**src/rtl/rf_wb_pkg.sv**
```systemverilog
// rtl/rf_wb_pkg.sv - shared widths, holding-entry struct and grant pointer type for the writeback arbiter
package rf_wb_pkg;
  localparam int DATA_W = 16;
  localparam int ADDR_W = 4;

  typedef struct packed {
    logic              valid;
    logic [ADDR_W-1:0] addr;
    logic [DATA_W-1:0] data;
    logic              older;
  } hold_entry_t;

  typedef enum logic {
    LAST_ALU = 1'b0,
    LAST_MEM = 1'b1
  } grant_ptr_t;
endpackage

```
**src/rtl/rf_wb_arbiter_if.sv**
```systemverilog
// rtl/rf_wb_arbiter_if.sv - writeback request, register-file write and scoreboard bundle; fwd ports under RF_WB_FWD_EN
interface rf_wb_arbiter_if;
  import rf_wb_pkg::*;

  logic              alu_vld;
  logic [ADDR_W-1:0] alu_addr;
  logic [DATA_W-1:0] alu_data;
  logic              alu_rdy;
  logic              mem_vld;
  logic [ADDR_W-1:0] mem_addr;
  logic [DATA_W-1:0] mem_data;
  logic              mem_rdy;
  logic              rf_we;
  logic [ADDR_W-1:0] rf_dst_addr;
  logic [DATA_W-1:0] rf_dst;
  logic [ADDR_W-1:0] rd0_addr;
  logic [ADDR_W-1:0] rd1_addr;
  logic              pend0;
  logic              pend1;
`ifdef RF_WB_FWD_EN
  logic              fwd0_vld;
  logic [DATA_W-1:0] fwd0_data;
  logic              fwd1_vld;
  logic [DATA_W-1:0] fwd1_data;
`endif

  modport master (
`ifdef RF_WB_FWD_EN
    input  fwd0_vld, fwd0_data, fwd1_vld, fwd1_data,
`endif
    output alu_vld, alu_addr, alu_data, mem_vld, mem_addr, mem_data, rd0_addr, rd1_addr,
    input  alu_rdy, mem_rdy, rf_we, rf_dst_addr, rf_dst, pend0, pend1
  );

  modport slave (
`ifdef RF_WB_FWD_EN
    output fwd0_vld, fwd0_data, fwd1_vld, fwd1_data,
`endif
    input  alu_vld, alu_addr, alu_data, mem_vld, mem_addr, mem_data, rd0_addr, rd1_addr,
    output alu_rdy, mem_rdy, rf_we, rf_dst_addr, rf_dst, pend0, pend1
  );
endinterface

```
**src/rtl/rf_wb_slot.sv**
```systemverilog
// rtl/rf_wb_slot.sv - one-entry writeback holding register with capture/drain, age bit and read-address compare
module rf_wb_slot
  import rf_wb_pkg::*;
#(
  parameter bit IS_MEM = 1'b0
) (
  input  logic              clk,
  input  logic              rst_n,
  input  logic              vld,
  input  logic [ADDR_W-1:0] addr,
  input  logic [DATA_W-1:0] data,
  input  logic              drain,
  input  logic              other_cap,
  input  logic [ADDR_W-1:0] rd0_addr,
  input  logic [ADDR_W-1:0] rd1_addr,
  output logic              rdy,
  output logic              cap,
  output logic              hit0,
  output logic              hit1,
  output hold_entry_t       entry
);
  assign rdy  = !entry.valid || drain;
  assign cap  = vld && rdy;
  assign hit0 = entry.valid && (entry.addr == rd0_addr);
  assign hit1 = entry.valid && (entry.addr == rd1_addr);

  // On a same-edge capture the load is the earlier instruction, so only the mem slot becomes older.
  always_ff @(posedge clk or negedge rst_n) begin
    if (!rst_n) begin
      entry <= '0;
    end else if (cap) begin
      entry.valid <= 1'b1;
      entry.addr  <= addr;
      entry.data  <= data;
      entry.older <= other_cap && IS_MEM;
    end else begin
      if (drain) entry.valid <= 1'b0;
      if (other_cap && entry.valid && !drain) entry.older <= 1'b1;
    end
  end
endmodule

```
**src/rtl/rf_wb_arbiter.sv**
```systemverilog
// rtl/rf_wb_arbiter.sv - two-source register-file writeback arbiter with RAW scoreboard; RF_WB_FWD_EN adds forwarding
module rf_wb_arbiter
  import rf_wb_pkg::*;
(
  input logic          clk,
  input logic          rst_n,
  rf_wb_arbiter_if.slave bus
);
  hold_entry_t       alu_e, mem_e;
  logic              alu_cap, mem_cap;
  logic              alu_hit0, alu_hit1, mem_hit0, mem_hit1;
  logic              drain_alu, drain_mem, rr_issue, iss_vld;
  logic [ADDR_W-1:0] iss_addr;
  logic [DATA_W-1:0] iss_data;
  grant_ptr_t        ptr, ptr_next;
  logic              rf_we_q;
  logic [ADDR_W-1:0] rf_addr_q;
  logic [DATA_W-1:0] rf_data_q;

  rf_wb_slot #(.IS_MEM(1'b0)) u_alu_slot (
    .clk(clk), .rst_n(rst_n), .vld(bus.alu_vld), .addr(bus.alu_addr), .data(bus.alu_data),
    .drain(drain_alu), .other_cap(mem_cap), .rd0_addr(bus.rd0_addr), .rd1_addr(bus.rd1_addr),
    .rdy(bus.alu_rdy), .cap(alu_cap), .hit0(alu_hit0), .hit1(alu_hit1), .entry(alu_e)
  );

  rf_wb_slot #(.IS_MEM(1'b1)) u_mem_slot (
    .clk(clk), .rst_n(rst_n), .vld(bus.mem_vld), .addr(bus.mem_addr), .data(bus.mem_data),
    .drain(drain_mem), .other_cap(alu_cap), .rd0_addr(bus.rd0_addr), .rd1_addr(bus.rd1_addr),
    .rdy(bus.mem_rdy), .cap(mem_cap), .hit0(mem_hit0), .hit1(mem_hit1), .entry(mem_e)
  );

  always_ff @(posedge clk or negedge rst_n) begin
    if (!rst_n) ptr <= LAST_MEM;
    else        ptr <= ptr_next;
  end

  always_comb begin
    ptr_next = ptr;
    if (rr_issue) ptr_next = drain_mem ? LAST_MEM : LAST_ALU;
  end

  // Same-address conflicts follow age so the register ends with the younger value.
  always_comb begin
    drain_alu = 1'b0;
    drain_mem = 1'b0;
    rr_issue  = 1'b0;
    if (alu_e.valid && mem_e.valid) begin
      if (alu_e.addr == mem_e.addr) begin
        drain_mem = mem_e.older;
        drain_alu = !mem_e.older;
      end else begin
        rr_issue  = 1'b1;
        drain_mem = (ptr == LAST_ALU);
        drain_alu = (ptr == LAST_MEM);
      end
    end else begin
      drain_alu = alu_e.valid;
      drain_mem = mem_e.valid;
    end
  end

  assign iss_vld  = drain_alu || drain_mem;
  assign iss_addr = drain_mem ? mem_e.addr : alu_e.addr;
  assign iss_data = drain_mem ? mem_e.data : alu_e.data;

  always_ff @(posedge clk or negedge rst_n) begin
    if (!rst_n) begin
      rf_we_q   <= 1'b0;
      rf_addr_q <= '0;
      rf_data_q <= '0;
    end else begin
      rf_we_q <= iss_vld && (iss_addr != '0);
      if (iss_vld) begin
        rf_addr_q <= iss_addr;
        rf_data_q <= iss_data;
      end
    end
  end

  assign bus.rf_we       = rf_we_q;
  assign bus.rf_dst_addr = rf_addr_q;
  assign bus.rf_dst      = rf_data_q;

  // The issuing write still counts until the register file has absorbed it.
  assign bus.pend0 = (bus.rd0_addr != '0) &&
                     (alu_hit0 || mem_hit0 || (rf_we_q && rf_addr_q == bus.rd0_addr));
  assign bus.pend1 = (bus.rd1_addr != '0) &&
                     (alu_hit1 || mem_hit1 || (rf_we_q && rf_addr_q == bus.rd1_addr));

`ifdef RF_WB_FWD_EN
  always_comb begin
    bus.fwd0_data = rf_data_q;
    if (alu_hit0 && mem_hit0)  bus.fwd0_data = alu_e.older ? mem_e.data : alu_e.data;
    else if (alu_hit0)         bus.fwd0_data = alu_e.data;
    else if (mem_hit0)         bus.fwd0_data = mem_e.data;
    bus.fwd1_data = rf_data_q;
    if (alu_hit1 && mem_hit1)  bus.fwd1_data = alu_e.older ? mem_e.data : alu_e.data;
    else if (alu_hit1)         bus.fwd1_data = alu_e.data;
    else if (mem_hit1)         bus.fwd1_data = mem_e.data;
  end
  assign bus.fwd0_vld = bus.pend0;
  assign bus.fwd1_vld = bus.pend1;
`endif
endmodule

```
**src/flat_wrapper.sv**
```systemverilog
// flat-port wrapper written by rule: the top's interface ports become plain ports
module rf_wb_arbiter_flat import rf_wb_pkg::*;
  (clk, rst_n, bus_alu_vld, bus_alu_addr, bus_alu_data, bus_mem_vld, bus_mem_addr, bus_mem_data, bus_rd0_addr, bus_rd1_addr, bus_alu_rdy, bus_mem_rdy, bus_rf_we, bus_rf_dst_addr, bus_rf_dst, bus_pend0, bus_pend1);
  rf_wb_arbiter_if bus_i ();
  input logic clk;
  input logic rst_n;
  input wire logic [$bits(bus_i.alu_vld)-1:0] bus_alu_vld;
  input wire logic [$bits(bus_i.alu_addr)-1:0] bus_alu_addr;
  input wire logic [$bits(bus_i.alu_data)-1:0] bus_alu_data;
  input wire logic [$bits(bus_i.mem_vld)-1:0] bus_mem_vld;
  input wire logic [$bits(bus_i.mem_addr)-1:0] bus_mem_addr;
  input wire logic [$bits(bus_i.mem_data)-1:0] bus_mem_data;
  input wire logic [$bits(bus_i.rd0_addr)-1:0] bus_rd0_addr;
  input wire logic [$bits(bus_i.rd1_addr)-1:0] bus_rd1_addr;
  output wire logic [$bits(bus_i.alu_rdy)-1:0] bus_alu_rdy;
  output wire logic [$bits(bus_i.mem_rdy)-1:0] bus_mem_rdy;
  output wire logic [$bits(bus_i.rf_we)-1:0] bus_rf_we;
  output wire logic [$bits(bus_i.rf_dst_addr)-1:0] bus_rf_dst_addr;
  output wire logic [$bits(bus_i.rf_dst)-1:0] bus_rf_dst;
  output wire logic [$bits(bus_i.pend0)-1:0] bus_pend0;
  output wire logic [$bits(bus_i.pend1)-1:0] bus_pend1;
  assign bus_i.alu_vld = bus_alu_vld;
  assign bus_i.alu_addr = bus_alu_addr;
  assign bus_i.alu_data = bus_alu_data;
  assign bus_i.mem_vld = bus_mem_vld;
  assign bus_i.mem_addr = bus_mem_addr;
  assign bus_i.mem_data = bus_mem_data;
  assign bus_i.rd0_addr = bus_rd0_addr;
  assign bus_i.rd1_addr = bus_rd1_addr;
  assign bus_alu_rdy = bus_i.alu_rdy;
  assign bus_mem_rdy = bus_i.mem_rdy;
  assign bus_rf_we = bus_i.rf_we;
  assign bus_rf_dst_addr = bus_i.rf_dst_addr;
  assign bus_rf_dst = bus_i.rf_dst;
  assign bus_pend0 = bus_i.pend0;
  assign bus_pend1 = bus_i.pend1;
  rf_wb_arbiter u_core (.clk(clk), .rst_n(rst_n), .bus(bus_i));
endmodule
```
**config.mk**
```make
export PLATFORM = sky130hd
export DESIGN_NAME = rf_wb_arbiter_flat
export DESIGN_NICKNAME = d
export VERILOG_FILES = /design/src/rtl/rf_wb_pkg.sv /design/src/rtl/rf_wb_arbiter_if.sv /design/src/rtl/rf_wb_slot.sv /design/src/rtl/rf_wb_arbiter.sv /design/src/flat_wrapper.sv
export SDC_FILE = /design/constraint.sdc
export NUM_CORES = 1
export LEC_CHECK = 0
export ABC_CLOCK_PERIOD_IN_PS = 4000
export BUFFER_PORTS_ARGS = -buffer_cell sky130_fd_sc_hd__buf_2
export CORE_MARGIN = 2
export CORE_UTILIZATION = 40
export CTS_CLUSTER_DIAMETER = 150
export CTS_CLUSTER_SIZE = 24
export DETAILED_ROUTE_END_ITERATION = 10
export PLACE_DENSITY = 0.71
export SYNTH_ARGS = -nofsm -noshare
export SYNTH_HDL_FRONTEND = slang
export SYNTH_SLANG_ARGS = --single-unit
export TNS_END_PERCENT = 100
```
**constraint.sdc**
```tcl
create_clock -name clk -period 4 [get_ports clk]
set_input_delay 0.4 -clock clk [delete_from_list [all_inputs] [get_ports clk]]
set_output_delay 0.4 -clock clk [all_outputs]
set_load 0.01 [all_outputs]
```
==> impl_metrics.env, run 1 <==
export IMPL_outcome="finished clean"
export IMPL_power_leakage_uw=0.00192
export IMPL_cp_max_fo=29
export IMPL_ys_seq_elements=65
export IMPL_grt_total_usage_pct=19.7
export IMPL_clkSinkCount=65
export IMPL_critPathLaunchType="flip-flop"
export IMPL_h_tree_depth=3
export IMPL_fmax_mhz=320
export IMPL_drt_iter0_drc=190
export IMPL_crit_slowest_cell="dfrtp_1"
export IMPL_slew_headroom_pct=38.8
export IMPL_fin_crit_sh_pct=78.1
export IMPL_worstPathArrival_ns=2.73
export IMPL_antenna_found_initial=0
export IMPL_yosys_warnings=0
export IMPL_tns_ns=0
export IMPL_drtPass1Iterations=4
export IMPL_final_antenna_net_count=0
export IMPL_io_pins=77
export IMPL_worst_setup_path_end_kind="output pin"
export IMPL_syn_to_final_growth_pct=16.2
export IMPL_die_area_um2=10700
export IMPL_r2r_end="u_core.u_alu_slot.entry[21]"
export IMPL_wirelength_mm=9.98
export IMPL_r2r_slack_ns=1.36
export IMPL_yosys_area_share_xor_xnor_pct=8.31
export IMPL_crit_path_start="u_core.u_mem_slot.entry[17]"
export IMPL_dp_hpwl_mm=6.95
export IMPL_core_um2=9680
export IMPL_n_antenna_cell=0
export IMPL_die_y_um=103
export IMPL_vias_per_cell=5.61
export IMPL_cp_top_family="buffers and inverters"
export IMPL_rsz0062_at_grt="no"
export IMPL_place_congestion=0.803
export IMPL_critical_path_required_ns=3.60
export IMPL_syn_inst=387
export IMPL_start_util_pct=40.9
export IMPL_crit_buf_inv=3
export IMPL_cp_slowest_stage_delay_ns=0.54
export IMPL_synth_compound_area_share_pct=21.2
export IMPL_crit_chain="xnor2_4 -> nand4_4 -> buf_4 -> o211a_1 -> inv_1 -> buf_2"
export IMPL_grt_max_degree=46
export IMPL_cap_violations=0
export IMPL_cts_buffers=9
export IMPL_root_buffer="clkbuf_8"
export IMPL_post_cts_buffers=0
export IMPL_critPathCapture="bus_alu_rdy"
export IMPL_synth_distinct_cells=36
export IMPL_yosysTopAreaCell="dfrtp_1"
export IMPL_r2r_cells=5
export IMPL_pwr_density_cell_nw_per_um2=808
export IMPL_num_rows=36
export IMPL_cts_buffer_depth=2
export IMPL_dpl_instance_area_um2=4360
export IMPL_fin_area_um2=4600
export IMPL_tritoncts="done"
export IMPL_vdd_ir_drop_worst_uv=387
export IMPL_num_vias=3224
export IMPL_synth_area_leaders="dfrtp_1 (40%), o2111ai_1 (8.8%), o211ai_1 (7.6%)"
export IMPL_avgSynthCellArea_um2=10.2
export IMPL_worstMarginPinSlew_ns=0.917
export IMPL_die_w_um=103
export IMPL_post_route_drc_count=0
export IMPL_drv_slew=0
export IMPL_globalRouteOverflowTotal=0
export IMPL_yosys_area_share_simple_pct=14.7
export IMPL_synth_top_area_share_pct=40.5
export IMPL_yosys_area_share_adder_pct=0
export IMPL_min_path_type="primary input to asynchronous set/reset pin"
export IMPL_wire_per_inst_um=17.4
export IMPL_seq_area_frac_synth_pct=41.1
export IMPL_grt_pass1_vias=3183
export IMPL_finalSetupViolations=0
export IMPL_fin_skew_ns=0.00740
export IMPL_min_period_ns=3.13
export IMPL_finalHoldViolations=0
export IMPL_cts_resized_gates=0
export IMPL_synth_top_family_by_area="compound AO/OA/AOI/OAI gates"
export IMPL_cp_depth=6
export IMPL_drive_above_1_share_pct=28.1
export IMPL_criticalPathCategory="flip-flop to output pin"
export IMPL_crit_reg2reg_launch="u_core.u_mem_slot.entry[17]"
export IMPL_clkSlewWorstSetupHoldPaths_ns=0.07
export IMPL_syn_num_nets=439
export IMPL_clock_latency_ns=0.35
export IMPL_synth_mux_area_share_pct=9.10
export IMPL_grt_pass1_wl_mm=16.4
export IMPL_syn_area_um2=3960
export IMPL_fin_nets=489
export IMPL_cts_hold_buf=0
export IMPL_port_buffers=76
-- cell usage after synthesis --
library cell / instances
nand2b_1: 40
and2_1: 6
o221ai_1: 1
o211ai_1: 40
or2_2: 2
o211ai_4: 1
a222oi_1: 1
buf_4: 3
a211oi_1: 1
o2111ai_1: 40
a31oi_1: 2
nor3_1: 6
xnor2_4: 4
o211a_1: 4
a41o_1: 2
a21oi_1: 1
xnor2_1: 7
nor2_1: 3
inv_1: 5
o21ai_0: 1
nand2_1: 44
a221o_1: 4
mux2_2: 16
nor4_1: 4
a41o_2: 1
buf_6: 2
buf_2: 8
xor2_1: 18
mux2_1: 16
dfrtp_1: 64
nand4_4: 1
o22ai_1: 1
buf_1: 1
dfstp_2: 1
clkbuf_1: 30
nand3_1: 6
-- worst reg2reg max path: cells and delay by family, from the launching register on --
family | cells | cell delay [ns]
AND/OR/NAND/NOR | 2 | 0.79
flip-flops | 1 | 0.54
buffers and inverters | 1 | 0.37
XOR/XNOR | 1 | 0.31
AO/OA/AOI/OAI | 1 | 0.51
-- through the flow --
step           setup WS [ns]  util [%]  hold slack (ns)  std cells  power [uW]
2_1_floorplan           2.10         -            0.104        387        2580
3_3_place_gp            1.29      45.0            0.507        559        2970
3_5_place_dp            1.27      45.0            0.509        559        3040
4_1_cts                0.878      47.5            0.204        575        3740
5_1_grt                0.690      47.5            0.254        575        3990
6_report               0.874      47.5            0.188        575        3720
-- cells by family after synthesis --
group | count (synthesis)
compound gates | 100
xor+xnor | 29
buf+inv | 49
flops | 65
mux | 32
simple gates | 112
-- per-layer routing --
layer | vias up | global-route usage, % | routed length, um
met1 | 1570 | 27.3 | 4410
met4 | 0 | 4.15 | 125
met3 | 10 | 4.91 | 600
li1 | 1527 | - | -
met2 | 117 | 31.6 | 4840
met5 | - | 0 | 0
-- worst min-delay path by stage --
stage                                      end  slack [ns]  depth (start not counted)
floorplan                 u_core.bus.rf_dst[0]        0.10                          0
global placement                    u_core.ptr        0.51                          1
detailed placement                  u_core.ptr        0.51                          1
CTS                 u_core.u_alu_slot.entry[7]        0.20                          1
global route        u_core.u_alu_slot.entry[1]        0.25                          1
finish              u_core.u_alu_slot.entry[1]        0.19                          1
-- where the power goes --
group | leakage, uW | switching, uW | internal (uW) | total [uW]
logic | 0.00102 | 896 | 747 | 1640
registers | 0.000780 | 404 | 984 | 1390
clock network | 0.000120 | 257 | 430 | 687
-- state kept, by name, indices dropped and copies added (netlist names) --
name	flops
u_core.bus.rf_dst	16
u_core.u_mem_slot.entry	22
u_core.bus.rf_dst_addr	4
u_core.u_alu_slot.entry	21
u_core.bus.rf_we	1
u_core.ptr	1
-- final cells by class --
class,instances,area [um2]
fill,926,5080
multi-input combinational,273,2110
sequential,65,1630
timing repair buffer,83,433
tap,133,166
clock buffer,11,141
clock inverter,5,103
inverter,5,18.8
-- layout by cell type (no fill, tap or decap), types with 6 or more instances in the layout --
master,count
buf_2,76
dfrtp_1,64
nand2_1,44
o2111ai_1,40
nand2b_1,40
o211ai_1,40
xor2_1,18
mux2_2,16
mux2_1,16
clkbuf_8,10
xnor2_1,7
buf_4,7
and2_1,6
nor3_1,6
nand3_1,6
No activity file was read; power rests on OpenSTA's default activity.
==> run 2: changes to the inputs <==
- ABC_CLOCK_PERIOD_IN_PS: 4000 -> 3300
- clock period: 4 -> 3.3 ns (I/O delays scaled with it)
==> impl_metrics.env, run 2 (synthesis results as in run 1) <==
export IMPL_outcome="finished clean"
export IMPL_p_sw_uw=1900
export IMPL_worstPathArrival_ns=2.54
export IMPL_cp_slowest_stage_delay_ns=0.69
export IMPL_crit_slowest_cell="o211a_1"
export IMPL_dp_hpwl_mm=7.04
export IMPL_fin_nets=491
export IMPL_tritoncts="done"
export IMPL_cts_buffers=9
export IMPL_die_y_um=103
export IMPL_core_um2=9680
export IMPL_grt_pass1_vias=3146
export IMPL_wirelength_mm=10.1
export IMPL_fin_area_um2=4570
export IMPL_cp_max_fo=30
export IMPL_drt_iter0_drc=197
export IMPL_cts_buffer_depth=2
export IMPL_fmax_mhz=348
export IMPL_cts_hold_buf=0
export IMPL_r2r_slack_ns=0.84
export IMPL_cap_violations=0
export IMPL_critPathLaunchType="flip-flop"
export IMPL_criticalPathCategory="flip-flop to output pin"
export IMPL_grt_pass1_wl_mm=16.2
export IMPL_drtPass1Iterations=4
export IMPL_pwr_share_clk_pct=15.4
export IMPL_tns_ns=0
export IMPL_antenna_found_initial=0
export IMPL_fin_skew_ns=0.00729
export IMPL_critical_path_required_ns=2.97
export IMPL_n_antenna_cell=0
export IMPL_final_common_cell="buf_2"
export IMPL_root_buffer="clkbuf_8"
export IMPL_rsz0062_at_grt="no"
export IMPL_vias_per_cell=5.61
export IMPL_drive_above_1_share_pct=27.9
export IMPL_grt_total_usage_pct=19.7
export IMPL_pwr_density_cell_nw_per_um2=957
export IMPL_finalHoldViolations=0
export IMPL_place_congestion=0.824
export IMPL_post_route_drc_count=0
export IMPL_min_path_type="primary input to asynchronous set/reset pin"
export IMPL_placed_cells=561
export IMPL_finalSetupViolations=0
export IMPL_io_pins=77
export IMPL_h_tree_depth=3
export IMPL_p_seq_share_pct=38.4
export IMPL_crit_chain="xnor2_4 -> nand4_4 -> o211a_1 -> inv_1 -> buf_2"
export IMPL_die_w_um=103
export IMPL_dpl_instance_area_um2=4380
export IMPL_p_int_uw=2480
export IMPL_min_period_ns=2.87
export IMPL_num_vias=3236
export IMPL_worstMarginPinSlew_ns=0.844
export IMPL_grt_max_degree=46
export IMPL_post_cts_buffers=0
export IMPL_start_util_pct=40.9
export IMPL_dp_slack_ns=0.806
export IMPL_die_area_um2=10700
export IMPL_num_rows=36
export IMPL_syn_to_final_growth_pct=15.5
export IMPL_final_antenna_net_count=0
export IMPL_fillers=947
export IMPL_comb_power_share_pct=46.2
export IMPL_power_leakage_uw=0.00191
export IMPL_fin_cells=577
export IMPL_top_register="u_core.u_mem_slot.entry"
export IMPL_vdd_ir_drop_worst_uv=469
export IMPL_port_buffers=76
export IMPL_clkSinkCount=65
export IMPL_cts_resized_gates=0
export IMPL_fin_crit_sh_pct=87.1
export IMPL_globalRouteOverflowTotal=0
export IMPL_worst_setup_path_end_kind="output pin"
export IMPL_timing_hold_ws_ns=0.0828
export IMPL_clkSlewWorstSetupHoldPaths_ns=0.07
export IMPL_slew_headroom_pct=43.7
export IMPL_wire_per_inst_um=17.5
export IMPL_drv_slew=0
export IMPL_final_cell_mix="buf_2 (76), dfrtp_1 (64), nand2_1 (44)"
export IMPL_fin_ws_ns=0.427
export IMPL_clock_latency_ns=0.35
export IMPL_p_sw_share_pct=43.3
export IMPL_largest_register_ffs=22
run 2: worst max-delay path, delay by kind of cell, from the launching register on:
family,cells,cell delay [ns]
simple gates,1,0.43
buf+inv,2,0.26
compound gates,1,0.69
xor+xnor,1,0.28
flops,1,0.53
run 2: stage by stage:
step / utilization, % / total power (uW)
finish: 47.2 / 4380
global route: 47.2 / 4680
CTS: 47.2 / 4400
detailed placement: 45.3 / 3720
global placement: 45.3 / 3620
floorplan: - / 3130
run 2: layer usage:
| metal | track usage, % | share of wire [%] | up-vias |
|---|---|---|---|
| li1 | - | - | 1544 |
| met1 | 26.3 | 45 | 1586 |
| met2 | 33.1 | 48 | 96 |
| met3 | 3.90 | 5.8 | 10 |
| met4 | 5.16 | 1.2 | 0 |
| met5 | 0 | 0 | - |
run 2: final cells by class:
class / count / area, um2 / area share [%]
clock inverters: 3 / 40.0 / 0.876
multi-input cells: 273 / 2110 / 46.2
well taps: 133 / 166 / 3.64
inverters: 5 / 18.8 / 0.410
repair buffers: 85 / 460 / 10.1
clock buffers: 13 / 149 / 3.26
flip-flops and latches: 65 / 1630 / 35.6
run 2: worst paths after layout:
check	from	endpoint	depth (start not counted)
worst max-delay path	u_core.u_mem_slot.entry[18]	bus_alu_rdy	5
worst min-delay path	rst_n	u_core.u_alu_slot.entry[8]	1
worst max register to register	u_core.u_mem_slot.entry[18]	u_core.u_alu_slot.entry[21]	4
worst min register to register	u_core.ptr	u_core.ptr	1
max in group asynchronous	rst_n	u_core.ptr	2
min in group clk	bus_alu_data[13]	u_core.u_alu_slot.entry[14]	3
run 2: power groups by stage:
stage	registers, uW	logic (uW)	clock network [uW]
detailed placement	1690	2020	0
global route	1730	2230	720
CTS	1680	2030	687
global placement	1670	1950	0
floorplan	1470	1660	0
finish	1680	2020	673
==> run 3: changes to the inputs <==
- ABC_CLOCK_PERIOD_IN_PS: 3300 -> unset
- CORE_UTILIZATION: 40 -> 55
- PLACE_DENSITY: 0.71 -> 0.9
==> impl_metrics.env, run 3 (synthesis results as in run 1) <==
export IMPL_fin_area_um2=4590
export IMPL_fin_nets=493
export IMPL_slew_headroom_pct=51.8
export IMPL_vdd_ir_drop_worst_uv=445
export IMPL_tns_ns=0
export IMPL_grt_max_degree=47
export IMPL_io_pins=77
export IMPL_num_vias=3347
export IMPL_outcome="finished clean"
export IMPL_cp_slowest_stage_delay_ns=0.66
export IMPL_grt_pass1_wl_mm=15.8
export IMPL_syn_to_final_growth_pct=15.8
export IMPL_crit_slowest_cell="o211a_1"
export IMPL_power_uw=4560
export IMPL_grt_total_usage_pct=26.8
export IMPL_rsz0062_at_grt="no"
export IMPL_antenna_found_initial=0
export IMPL_tritoncts="done"
export IMPL_port_buffers=76
export IMPL_drv_slew=0
export IMPL_drive_above_1_share_pct=28.5
export IMPL_r2r_slack_ns=0.94
export IMPL_cts_buffers=9
export IMPL_cp_depth=6
export IMPL_critical_path_required_ns=2.97
export IMPL_clock_latency_ns=0.34
export IMPL_crit_reg2reg_launch="u_core.u_mem_slot.entry[18]"
export IMPL_dp_hpwl_mm=6.73
export IMPL_die_area_um2=7890
export IMPL_place_congestion=0.914
export IMPL_pwr_density_cell_nw_per_um2=994
export IMPL_fin_ws_ns=0.482
export IMPL_h_tree_depth=3
export IMPL_cts_resized_gates=0
export IMPL_utilization_pct=66.8
export IMPL_start_util_pct=57.6
export IMPL_fin_crit_sh_pct=85.4
export IMPL_criticalPathCategory="flip-flop to output pin"
export IMPL_final_antenna_net_count=0
export IMPL_wirelength_mm=10.0
export IMPL_wire_per_inst_um=18.5
export IMPL_n_antenna_cell=0
export IMPL_min_path_type="primary input to flip-flop"
export IMPL_final_common_cell="buf_2"
export IMPL_cp_top_family="compound AO/OA/AOI/OAI gates"
export IMPL_core_um2=6870
export IMPL_top_register="u_core.u_mem_slot.entry"
export IMPL_die_y_um=88.8
export IMPL_final_cell_mix="buf_2 (76), dfrtp_1 (64), nand2_1 (44)"
export IMPL_num_rows=30
export IMPL_min_period_ns=2.82
export IMPL_finalSetupViolations=0
export IMPL_critPathCapture="bus_alu_rdy"
export IMPL_drtPass1Iterations=5
export IMPL_drt_iter0_drc=224
export IMPL_cap_violations=0
export IMPL_cp_max_fo=22
export IMPL_worstPathArrival_ns=2.49
export IMPL_vias_per_cell=6.18
export IMPL_clkSlewWorstSetupHoldPaths_ns=0.08
export IMPL_r2r_cells=4
export IMPL_dp_slack_ns=0.913
export IMPL_dpl_instance_area_um2=4330
export IMPL_crit_chain="xnor2_4 -> a41o_1 -> buf_4 -> o211a_1 -> inv_1 -> buf_2"
export IMPL_fmax_mhz=355
export IMPL_largest_register_ffs=22
export IMPL_crit_path_start="u_core.u_alu_slot.entry[19]"
export IMPL_root_buffer="clkbuf_8"
export IMPL_crit_buf_inv=3
export IMPL_die_w_um=88.8
export IMPL_worst_setup_path_end_kind="output pin"
export IMPL_fin_skew_ns=0.00972
export IMPL_r2r_end="u_core.bus.rf_dst[6]"
export IMPL_grt_pass1_vias=3068
export IMPL_finalHoldViolations=0
export IMPL_power_leakage_uw=0.00193
export IMPL_post_route_drc_count=0
export IMPL_critPathLaunchType="flip-flop"
export IMPL_cts_buffer_depth=2
export IMPL_globalRouteOverflowTotal=0
export IMPL_worstMarginPinSlew_ns=0.723
export IMPL_clkSinkCount=65
run 3: cell types whose count changed in the layout (fill, tap and decap cells not counted), sizes merged:
| cell | previous run | this run |
|---|---|---|
| dlygate4sd3 | 0 | 1 |
| buf | 85 | 86 |
| clkbuf | 13 | 10 |
| bufinv | 1 | 3 |
| clkinvlp | 0 | 1 |
| inv | 5 | 6 |
| clkinv | 2 | 1 |
run 3: worst min-delay path by stage:
stage / from / endpoint / slack (ns) / cells past startpoint
6_report: bus_mem_data[8] / u_core.u_mem_slot.entry[9] / 0.25 / 3
5_1_grt: bus_alu_data[3] / u_core.u_alu_slot.entry[4] / 0.23 / 3
3_5_place_dp: rst_n / u_core.u_mem_slot.entry[15] / 0.31 / 1
4_1_cts: bus_mem_data[8] / u_core.u_mem_slot.entry[9] / 0.23 / 3
2_1_floorplan: rst_n / u_core.bus.rf_dst[0] / 0.03 / 0
3_3_place_gp: rst_n / u_core.u_mem_slot.entry[12] / 0.30 / 1
run 3: through the flow:
stage / instances / hold slack [ns]
finish: 542 / 0.246
global route: 542 / 0.232
CTS: 542 / 0.233
detailed placement: 525 / 0.306
global placement: 525 / 0.300
floorplan: 387 / 0.0344
run 3: worst register-to-register path: cells and delay by family, from the launching register on:
kind,cells,cell delay (ns)
AO/OA/AOI/OAI,1,0.68
flip-flops,1,0.53
multiplexers,1,0.41
AND/OR/NAND/NOR,1,0.35
XOR/XNOR,1,0.28
run 3: where the power goes:
part           internal (uW)  total [uW]  switching, uW
combinational            923        2060           1140
sequential              1190        1670            477
clock                    506         829            323
total                   2620        4560           1940
run 3: what timing repair did:
action                     4_1_cts  5_1_grt
hold endpoints to repair        18        0
buffers inserted                 0        0
setup endpoints to repair        0        0
hold buffers                     1        0
run 3: final cells by class:
class                      instances  area, um2
clock buffer                      10        128
clock inverter                     6        115
fill                             521       2280
inverter                           5       18.8
multi-input combinational        273       2110
sequential                        65       1630
tap                               96        120
timing repair buffer              87        465
run 3: metal layers:
layer	global-route usage (%)	wire length [um]
met2	41.5	4810
met4	10.5	185
met3	5.13	660
met1	37.2	4360
met5	0	0
